$ cat src/rtl/rf_sched_pkg.sv
// Shared types and widths for the weight RF address scheduler.
// Width constants here are the defaults for the scheduler's parameters.
package rf_sched_pkg;

    localparam int COORD_W = 7;
    localparam int S_W     = 3;
    localparam int LEN_W   = 11;
    localparam int CNT_W   = 17;

    typedef enum logic [2:0] {
        ST_IDLE,
        ST_ISSUE,
        ST_WAIT,
        ST_HOLD,
        ST_DONE
    } sched_state_e;

    function automatic logic state_is_busy(input sched_state_e st);
        return st != ST_IDLE;
    endfunction

endpackage

$ cat src/rtl/rf_addr_sched_pos_iter.sv
// Nested h/w/s position counter: s innermost, then w, then h.
// Sizes must be non-zero and stable while advancing.
module pos_iter #(
    parameter int COORD_W = 7,
    parameter int S_W     = 3
) (
    input  logic               i_clk,
    input  logic               i_rst,
    input  logic               i_clear,
    input  logic               i_advance,
    input  logic [COORD_W-1:0] i_h_size,
    input  logic [COORD_W-1:0] i_w_size,
    input  logic [S_W-1:0]     i_s_size,
    output logic [COORD_W-1:0] o_h,
    output logic [COORD_W-1:0] o_w,
    output logic [S_W-1:0]     o_s,
    output logic               o_last
);

    logic [COORD_W-1:0] h_q, h_d;
    logic [COORD_W-1:0] w_q, w_d;
    logic [S_W-1:0]     s_q, s_d;
    logic               s_wrap, w_wrap, h_wrap;

    assign s_wrap = (s_q == i_s_size - S_W'(1));
    assign w_wrap = (w_q == i_w_size - COORD_W'(1));
    assign h_wrap = (h_q == i_h_size - COORD_W'(1));

    always_comb begin
        h_d = h_q;
        w_d = w_q;
        s_d = s_q;
        if (i_clear) begin
            h_d = '0;
            w_d = '0;
            s_d = '0;
        end else if (i_advance) begin
            if (s_wrap) begin
                s_d = '0;
                if (w_wrap) begin
                    w_d = '0;
                    h_d = h_q + COORD_W'(1);
                end else begin
                    w_d = w_q + COORD_W'(1);
                end
            end else begin
                s_d = s_q + S_W'(1);
            end
        end
    end

    always_ff @(posedge i_clk) begin
        if (i_rst) begin
            h_q <= '0;
            w_q <= '0;
            s_q <= '0;
        end else begin
            h_q <= h_d;
            w_q <= w_d;
            s_q <= s_d;
        end
    end

    assign o_h    = h_q;
    assign o_w    = w_q;
    assign o_s    = s_q;
    assign o_last = s_wrap && w_wrap && h_wrap;

endmodule

$ cat src/rtl/rf_addr_sched.sv
// Job scheduler: one generator start per (h, w, s) position, then hands the
// finished RF batch downstream on valid/ready before advancing.
module rf_addr_sched #(
    parameter int COORD_W = rf_sched_pkg::COORD_W,
    parameter int S_W     = rf_sched_pkg::S_W,
    parameter int LEN_W   = rf_sched_pkg::LEN_W,
    parameter int CNT_W   = rf_sched_pkg::CNT_W
) (
    input  logic               i_clk,
    input  logic               i_rst,
    input  logic               i_start,
    input  logic               i_abort,
    input  logic [COORD_W-1:0] i_h_size,
    input  logic [COORD_W-1:0] i_w_size,
    input  logic [S_W-1:0]     i_s_size,
    input  logic [LEN_W-1:0]   i_length,
    output logic               o_gen_start,
    output logic [COORD_W-1:0] o_gen_h,
    output logic [COORD_W-1:0] o_gen_w,
    output logic [S_W-1:0]     o_gen_s,
    output logic [LEN_W-1:0]   o_gen_length,
    input  logic               i_gen_finish,
    output logic               o_rf_valid,
    input  logic               i_rf_ready,
    output logic               o_busy,
    output logic               o_done,
    output logic [CNT_W-1:0]   o_batch_cnt
);

    import rf_sched_pkg::sched_state_e;
    import rf_sched_pkg::ST_IDLE;
    import rf_sched_pkg::ST_ISSUE;
    import rf_sched_pkg::ST_WAIT;
    import rf_sched_pkg::ST_HOLD;
    import rf_sched_pkg::ST_DONE;
    import rf_sched_pkg::state_is_busy;

    sched_state_e       state_q, state_d;
    logic [COORD_W-1:0] h_size_q, h_size_d;
    logic [COORD_W-1:0] w_size_q, w_size_d;
    logic [S_W-1:0]     s_size_q, s_size_d;
    logic [LEN_W-1:0]   length_q, length_d;
    logic [CNT_W-1:0]   cnt_q, cnt_d;
    logic               gen_start_q, gen_start_d;
    logic               rf_valid_q, rf_valid_d;
    logic               done_q, done_d;
    logic               busy_q, busy_d;
    logic               pos_clear, pos_advance, pos_last;
    logic               empty_job;

    assign empty_job = (i_h_size == '0) || (i_w_size == '0) ||
                       (i_s_size == '0) || (i_length == '0);

    always_comb begin
        state_d     = state_q;
        h_size_d    = h_size_q;
        w_size_d    = w_size_q;
        s_size_d    = s_size_q;
        length_d    = length_q;
        cnt_d       = cnt_q;
        pos_clear   = 1'b0;
        pos_advance = 1'b0;
        // Abort overrides every other transition out of a busy state.
        if (i_abort && state_q != ST_IDLE) begin
            state_d = ST_IDLE;
        end else begin
            case (state_q)
                ST_IDLE: begin
                    if (i_start) begin
                        h_size_d  = i_h_size;
                        w_size_d  = i_w_size;
                        s_size_d  = i_s_size;
                        length_d  = i_length;
                        cnt_d     = '0;
                        pos_clear = 1'b1;
                        state_d   = empty_job ? ST_DONE : ST_ISSUE;
                    end
                end
                ST_ISSUE: state_d = ST_WAIT;
                ST_WAIT: begin
                    if (i_gen_finish) state_d = ST_HOLD;
                end
                ST_HOLD: begin
                    if (i_rf_ready) begin
                        cnt_d = cnt_q + CNT_W'(1);
                        if (pos_last) begin
                            state_d = ST_DONE;
                        end else begin
                            pos_advance = 1'b1;
                            state_d     = ST_ISSUE;
                        end
                    end
                end
                ST_DONE: state_d = ST_IDLE;
                default: state_d = ST_IDLE;
            endcase
        end
    end

    // Status outputs are registered copies decoded from the next state.
    always_comb begin
        gen_start_d = (state_d == ST_ISSUE);
        rf_valid_d  = (state_d == ST_HOLD);
        done_d      = (state_d == ST_DONE);
        busy_d      = state_is_busy(state_d);
    end

    always_ff @(posedge i_clk) begin
        if (i_rst) begin
            state_q     <= ST_IDLE;
            h_size_q    <= '0;
            w_size_q    <= '0;
            s_size_q    <= '0;
            length_q    <= '0;
            cnt_q       <= '0;
            gen_start_q <= 1'b0;
            rf_valid_q  <= 1'b0;
            done_q      <= 1'b0;
            busy_q      <= 1'b0;
        end else begin
            state_q     <= state_d;
            h_size_q    <= h_size_d;
            w_size_q    <= w_size_d;
            s_size_q    <= s_size_d;
            length_q    <= length_d;
            cnt_q       <= cnt_d;
            gen_start_q <= gen_start_d;
            rf_valid_q  <= rf_valid_d;
            done_q      <= done_d;
            busy_q      <= busy_d;
        end
    end

    pos_iter #(
        .COORD_W (COORD_W),
        .S_W     (S_W)
    ) u_pos_iter (
        .i_clk     (i_clk),
        .i_rst     (i_rst),
        .i_clear   (pos_clear),
        .i_advance (pos_advance),
        .i_h_size  (h_size_q),
        .i_w_size  (w_size_q),
        .i_s_size  (s_size_q),
        .o_h       (o_gen_h),
        .o_w       (o_gen_w),
        .o_s       (o_gen_s),
        .o_last    (pos_last)
    );

    assign o_gen_start  = gen_start_q;
    assign o_rf_valid   = rf_valid_q;
    assign o_done       = done_q;
    assign o_busy       = busy_q;
    assign o_gen_length = length_q;
    assign o_batch_cnt  = cnt_q;

endmodule

$ cat config.mk
export PLATFORM = sky130hd
export DESIGN_NAME = rf_addr_sched
export DESIGN_NICKNAME = d
export VERILOG_FILES = /design/src/rtl/rf_sched_pkg.sv /design/src/rtl/rf_addr_sched_pos_iter.sv /design/src/rtl/rf_addr_sched.sv
export SDC_FILE = /design/constraint.sdc
export NUM_CORES = 1
export LEC_CHECK = 0
export BUFFER_PORTS_ARGS = -buffer_cell sky130_fd_sc_hd__buf_2
export CELL_PAD_IN_SITES_DETAIL_PLACEMENT = 1
export CELL_PAD_IN_SITES_GLOBAL_PLACEMENT = 1
export CORE_MARGIN = 2
export CORE_UTILIZATION = 40
export CTS_BUF_LIST = sky130_fd_sc_hd__clkbuf_8 sky130_fd_sc_hd__clkbuf_16
export CTS_CLUSTER_SIZE = 28
export DETAILED_ROUTE_END_ITERATION = 10
export GPL_ROUTABILITY_DRIVEN = 0
export HOLD_SLACK_MARGIN = 0.08
export PLACE_DENSITY = 0.83
export SETUP_SLACK_MARGIN = 0.4
export SKIP_LAST_GASP = 1
export SLEW_MARGIN = 40
export SYNTH_ARGS = -nofsm -noshare
export SYNTH_HDL_FRONTEND = slang
export SYNTH_SLANG_ARGS = --single-unit
$ cat constraint.sdc
create_clock -name i_clk -period 4.46 [get_ports i_clk]
set_input_delay 0.892 -clock i_clk [delete_from_list [all_inputs] [get_ports i_clk]]
set_output_delay 0.892 -clock i_clk [all_outputs]
set_load 0.005 [all_outputs]
# After elaboration in Yosys (flattened, before gate mapping)
# Cells that the tools add are included.
# classes
add_sub_neg	7
multipliers	0
div	0
n_lt_le_gt_ge	0
n_eq_ne	11
shifts	0
mux	19
n_bitwise	1
reduce_logical	19
# ops
operator	n
17-bit 2-to-1 mux	2
17-bit one-hot mux with 2 select lines	1
3-bit 2-to-1 mux	7
17-bit by 1-bit adder with 17-bit output (second input constant)	1
7-bit by 1-bit adder with 7-bit output (second input constant)	2
7-bit equality test	2
7-bit logical NOT	2
7-bit by 1-bit subtractor with 7-bit output (second input constant)	2
3-bit one-hot mux with 4 select lines	1
11-bit logical NOT	1
3-bit by 2-bit equality test with 1-bit output (second input constant)	3
1-bit 2-to-1 mux	7
7-bit 2-to-1 mux	1
3-bit by 1-bit equality test with 1-bit output (second input constant)	2
3-bit logical NOT	2
3-bit AND reduction	2
3-bit nonzero test	2
2-bit != test (second input constant)	2
4-bit AND reduction	1
3-bit by 1-bit adder with 3-bit output (second input constant)	1
3-bit equality test	1
3-bit equality test (second input constant)	1
1-bit logical AND	3
1-bit logical OR	3
other kinds (5)	5
# word_totals
register_bits	69
latch_bits	0
ramBits	0
rom_bits	0
inputBits	34
output_inout_bits	49
wordCells	70
mem_count	0

# Longest topological paths before layout
# logic_depth
ltp_word	9
mapped_depth	11
ltp_nobuf	9

# Cells and area by module
# From an unflattened synthesis, not the netlist that was laid out.
# hier_totals
hier_cells	419
area_unflattened_um2	3417.0
# by_module_without_submodules
mod	n_inst	cells_per_inst	area_each_um2	seq_area_each_um2
rf_addr_sched	1	271	2184.6	1041.0
pos_iter	1	148	1232.4	340.3

# Worst setup path after synthesis
# Ideal clock, no wire load.
# synth_timing
path_type	input to register
from	input i_start
to	register cnt_q[13] (netlist: o_batch_cnt[13])
setup_time_ns	0.070
arrival_ns	2.344
required_time_ns	4.390
setup_slack_ns	2.047
path_stages	6
path_buffers	0
cell_sequence	or3b_1 a21oi_2 and4_1 nand2b_2 or3_1 a21oi_1
# synth_between
elab_chain_len	2
# synth_lines
item	line_no	source
from (decl)	rf_addr_sched.sv:11	input logic i_start,
2-bit != test (no source line)	--	
4-bit AND reduction (no source line)	--	
to (signal assigned)	rf_addr_sched.sv:126	cnt_q <= cnt_d;
to (decl)	rf_addr_sched.sv:43	logic [CNT_W-1:0] cnt_q, cnt_d;
# Every way passes these cells.
# A chain may end at the register's enable or synchronous reset.

# Worst setup path in the final report
# layout_timing
from	register w_size_q[0]
to	register u_pos_iter.w_q[0] (netlist: u_pos_iter.o_w[0])
# layout_between
elab_chain_len	9
word_cells_on_any_way	10
cone_classes	add/sub: 1; eq/ne: 1; mux: 5; reduce/logical: 3
# layout_lines
item	line_no	source
from (decl)	rf_addr_sched.sv:40	logic [COORD_W-1:0] w_size_q, w_size_d;
from (signal assigned)	rf_addr_sched.sv:123	w_size_q <= w_size_d;
7-bit by 1-bit subtractor with 7-bit output (*)	rf_addr_sched_pos_iter.sv:26	assign w_wrap = (w_q == i_w_size - COORD_W'(1));
7-bit equality test (*)	rf_addr_sched_pos_iter.sv:26	
1-bit logical AND (2 in a row)	rf_addr_sched_pos_iter.sv:67	assign o_last = s_wrap && w_wrap && h_wrap;
1-bit 2-to-1 mux	rf_addr_sched.sv:86	if (pos_last) begin
1-bit 2-to-1 mux	rf_addr_sched.sv:84	if (i_rf_ready) begin
1-bit 2-to-1 mux	rf_addr_sched.sv:67	case (state_q)
1-bit 2-to-1 mux	rf_addr_sched.sv:64	if (i_abort && state_q != ST_IDLE) begin
2-bit AND reduction (no source line)	--	
to (signal assigned)	rf_addr_sched_pos_iter.sv:59	w_q <= w_d;
to (decl)	rf_addr_sched_pos_iter.sv:21	logic [COORD_W-1:0] w_q, w_d;
# Mark *: on every way between the ends. The rest lies on a longest branch, timed or not.

==> insert_results.sql <==
INSERT INTO impl_metrics (metric_group, metric, value, unit) VALUES
('run_status', 'outcome', 'finished clean', ''),
('critical_path', 'worst_path_largest_cell_delay', '0.69', 'ns'),
('clock_tree', 'worst_setup_hold_path_clk_slew', '0.08', 'ns'),
('yosys', 'synth.top_cells.by_area', 'sky130_fd_sc_hd__dfxtp_1 (41%), sky130_fd_sc_hd__nand2_1 (7.5%), sky130_fd_sc_hd__a21oi_1 (6.3%)', ''),
('yosys', 'synth_seq_cells', '69', ''),
('timing', 'post-route-period-util', '66.2', '%'),
('yosys', 'postSynthCellCount', '405', ''),
('route', 'drc', '0', ''),
('clock_tree', 'cts_buffers', '9', ''),
('die', 'coreArea', '8260', 'sq um'),
('clock_tree', 'clock_tree_from_tritoncts', 'built', ''),
('timing', 'total_neg_setup_slack', '0', 'ns'),
('pwr', 'p_leak', '0.00167', 'uW'),
('timing', 'fin_skew', '0.0111', 'ns'),
('route', 'dr.pass1.iters', '4', ''),
('die', 'floorplan.die.height', '96.3', 'microns'),
('clock_tree', 'worst_skew_pair_latency', '0.34', 'ns'),
('pwr', 'power.share.sequential', '48.1', '%'),
('clock_tree', 'cts_num_sinks', '69', ''),
('pwr', 'cellPowerDensity', '345', 'nW/um^2'),
('place', 'portBuffers', '82', ''),
('timing', 'worst_slew_margin_rel', '52.6', '%'),
('global_routing', 'grt_max_degree', '32', ''),
('die', 'io-pin-count', '83', ''),
('critical_path', 'cp_data_arrival_time', '3.18', 'ns'),
('pwr', 'irDropWorstVdd', '0.172', 'mV'),
('cells_and_area', 'antenna_cells', '0', ''),
('die', 'die_w', '96.3', 'microns'),
('timing', 'layout_setup_ws', '1.51', 'ns'),
('yosys', 'mappedNetlistArea', '3410', 'sq um'),
('die', 'initial_utilization', '41.3', '%'),
('clock_tree', 'clk_path_buf_depth', '2', ''),
('critical_path', 'critical_path.slowest_cell', 'sky130_fd_sc_hd__nor3b_2', ''),
('yosys', 'netlist.area_leader.share', '40.5', '%'),
('pwr', 'share_of_total_power_in_combinational_logic', '14.9', '%'),
('global_routing', 'global_route_wire_length_before_repair', '14.5', 'mm'),
('yosys', 'warning_count_from_the_yosys_run', '0', ''),
('cells_and_area', 'layout.cells.non_filler', '590', ''),
('cells_and_area', 'nFillCells', '1026', ''),
('route', 'dr.first_iter.drc_count', '110', ''),
('timing', 'fin_crit', '2.95', 'ns'),
('die', 'rows', '33', ''),
('global_routing', 'grt_pass1_vias', '3010', ''),
('clock_tree', 'clockRootBuffer', 'sky130_fd_sc_hd__clkbuf_8', ''),
('route', 'routed_via_density', '5.30', ''),
('critical_path', 'critical_path.cell_chain', 'inv_1 -> ha_1 -> and2_4 -> o21ai_0 -> a31oi_1 -> nor4_4 -> nor3b_2 -> or2_1 -> nor2_1', ''),
('yosys', 'seq_area_frac_synth', '40.5', '%'),
('pwr', 'p_sw', '408', 'uW'),
('cells_and_area', 'design.final.nets', '521', ''),
('critical_path', 'timing_worst_setup_path_type', 'reg2reg', ''),
('place', 'place_hpwl', '6.55', 'mm'),
('timing', 'finalHoldViolations', '0', ''),
('yosys', 'synth_enable_flop_cells', '0', ''),
('yosys', 'asyncSetResetFlopFracSynth', '0', '%'),
('route', 'vias', '3125', ''),
('clock_tree', 'hold_buffers', '0', ''),
('die', 'design.die.area', '9280', 'sq um'),
('critical_path', 'timing.critical_path.required', '4.68', 'ns'),
('pwr', 'power.internal', '989', 'uW'),
('yosys', 'post_synth.cell_area_avg', '8.42', 'sq um'),
('critical_path', 'critical_path_end_type', 'flop', ''),
('place', 'placed_cells', '574', ''),
('route', 'drtAntennaViolNets', '0', ''),
('job', 'cap_violations', '0', ''),
('clock_tree', 'cts.htree.levels', '3', ''),
('cells_and_area', 'layout_cell_share_with_drive_strength_beyond_1', '24.3', '%'),
('yosys', 'postSynth.topFlopCell', 'sky130_fd_sc_hd__dfxtp_1', ''),
('pwr', 'clock_power_share', '37.0', '%'),
('pwr', 'switching_share', '29.2', '%'),
('route', 'wirelength', '8.99', 'mm'),
('route', 'route.detailed.wl_per_inst', '15.2', 'microns');
[through the flow]
stage          cell area, sq um  hold slack (ns)  util (%)  total power [uW]
2_1_floorplan              3410            0.436         -               833
3_3_place_gp               3850            0.443      46.6               886
3_5_place_dp               3860            0.453      46.7               897
4_1_cts                    4050            0.465      49.1              1410
5_1_grt                    4050            0.488      49.1              1470
6_report                   4050            0.458      49.1              1400
[final cells by class]
| cell class | count | area [sq um] | share of cell area, % |
|---|---|---|---|
| tap | 105 | 131 | 3.24 |
| clock inverter | 7 | 73.8 | 1.82 |
| sequential | 69 | 1380 | 34.1 |
| timing repair buffer | 82 | 410 | 10.1 |
| inverter | 13 | 48.8 | 1.20 |
| multi-input combinational | 305 | 1880 | 46.5 |
| clock buffer | 9 | 124 | 3.06 |
[final timing paths]
check / cells after the start / start / slack [ns] / end
max reg2reg: 9 / w_size_q[0] / 1.51 / u_pos_iter.o_w[0]
min reg2reg: 2 / o_gen_length[7] / 0.46 / o_gen_length[7]
min: 2 / o_gen_length[7] / 0.46 / o_gen_length[7]
max: 9 / w_size_q[0] / 1.51 / u_pos_iter.o_w[0]
[power by group through the flow]
stage | Combinational (uW) | Sequential (uW) | Clock [uW]
3_3_place_gp | 201 | 685 | 0
4_1_cts | 211 | 673 | 530
6_report | 208 | 673 | 517
3_5_place_dp | 210 | 687 | 0
2_1_floorplan | 152 | 682 | 0
5_1_grt | 236 | 677 | 555
[cell families (layout without fill, tap and decap cells)]
| logic type | after synthesis | after routing | synth area share, % |
|---|---|---|---|
| fa+ha+maj | 7 | 7 | 2.57 |
| buf+inv | 31 | 111 | 4.44 |
| flops | 69 | 69 | 40.5 |
| mux | 5 | 5 | 1.50 |
| xor+xnor | 36 | 36 | 9.25 |
| compound gates | 79 | 79 | 14.6 |
| simple gates | 178 | 178 | 27.1 |
[sequential cells by signal, summed over array words and instances, names as in the netlist]
| name | flops |
|---|---|
| o_batch_cnt | 17 |
| o_gen_length | 11 |
| h_size_q | 7 |
| u_pos_iter.o_h | 7 |
| u_pos_iter.o_w | 7 |
| w_size_q | 7 |
| s_size_q | 3 |
| state_q | 3 |
| u_pos_iter.o_s | 3 |
| o_busy | 1 |
| o_done | 1 |
| o_gen_start | 1 |
| o_rf_valid | 1 |
[synth_stat cells, drive strengths merged (5+ instances only)]
library cell	n
dfxtp	69
nor4	5
and3	7
or3	10
a21oi	46
ha	7
buf	5
nand2	69
xnor2	19
nor3	9
inv	13
nor2	33
nand3	11
o21ai	12
nand4	6
clkbuf	13
xor2	17
[per-layer routing]
| layer | global-route usage [%] | share of wire [%] |
|---|---|---|
| met4 | 8.80 | 2.0 |
| met1 | 24.4 | 44 |
| met2 | 34.5 | 51 |
| met5 | 0 | 0 |
| met3 | 3.92 | 3.2 |
[worst max-delay path, delay by kind of cell, from the launching register on]
| family | cells | cell delay [ns] |
|---|---|---|
| AO/OA/AOI/OAI | 2 | 0.31 |
| buffers and inverters | 1 | 0.08 |
| adder cells (fa/ha/maj) | 1 | 0.23 |
| AND/OR/NAND/NOR | 5 | 1.82 |
| flip-flops | 1 | 0.39 |
[cells in the final DEF, fill, tap and decap left out, types with 4 or more instances in the layout]
cell                       instances
sky130_fd_sc_hd__and3_1            7
sky130_fd_sc_hd__nand4_1           6
sky130_fd_sc_hd__clkbuf_8          9
sky130_fd_sc_hd__ha_1              7
sky130_fd_sc_hd__buf_2            82
sky130_fd_sc_hd__nand3_1          11
sky130_fd_sc_hd__mux2i_1           4
sky130_fd_sc_hd__o21ai_0           8
sky130_fd_sc_hd__xor2_1           17
sky130_fd_sc_hd__nand3b_1          4
sky130_fd_sc_hd__nor4_1            4
sky130_fd_sc_hd__xnor2_1          19
sky130_fd_sc_hd__a21oi_1          43
sky130_fd_sc_hd__nor3_1            7
sky130_fd_sc_hd__dfxtp_1          69
sky130_fd_sc_hd__o21ai_1           4
sky130_fd_sc_hd__inv_1            13
sky130_fd_sc_hd__or3_1            10
sky130_fd_sc_hd__nand2_1          68
sky130_fd_sc_hd__nor2_1           31
Power figures use the tool's default switching activity.
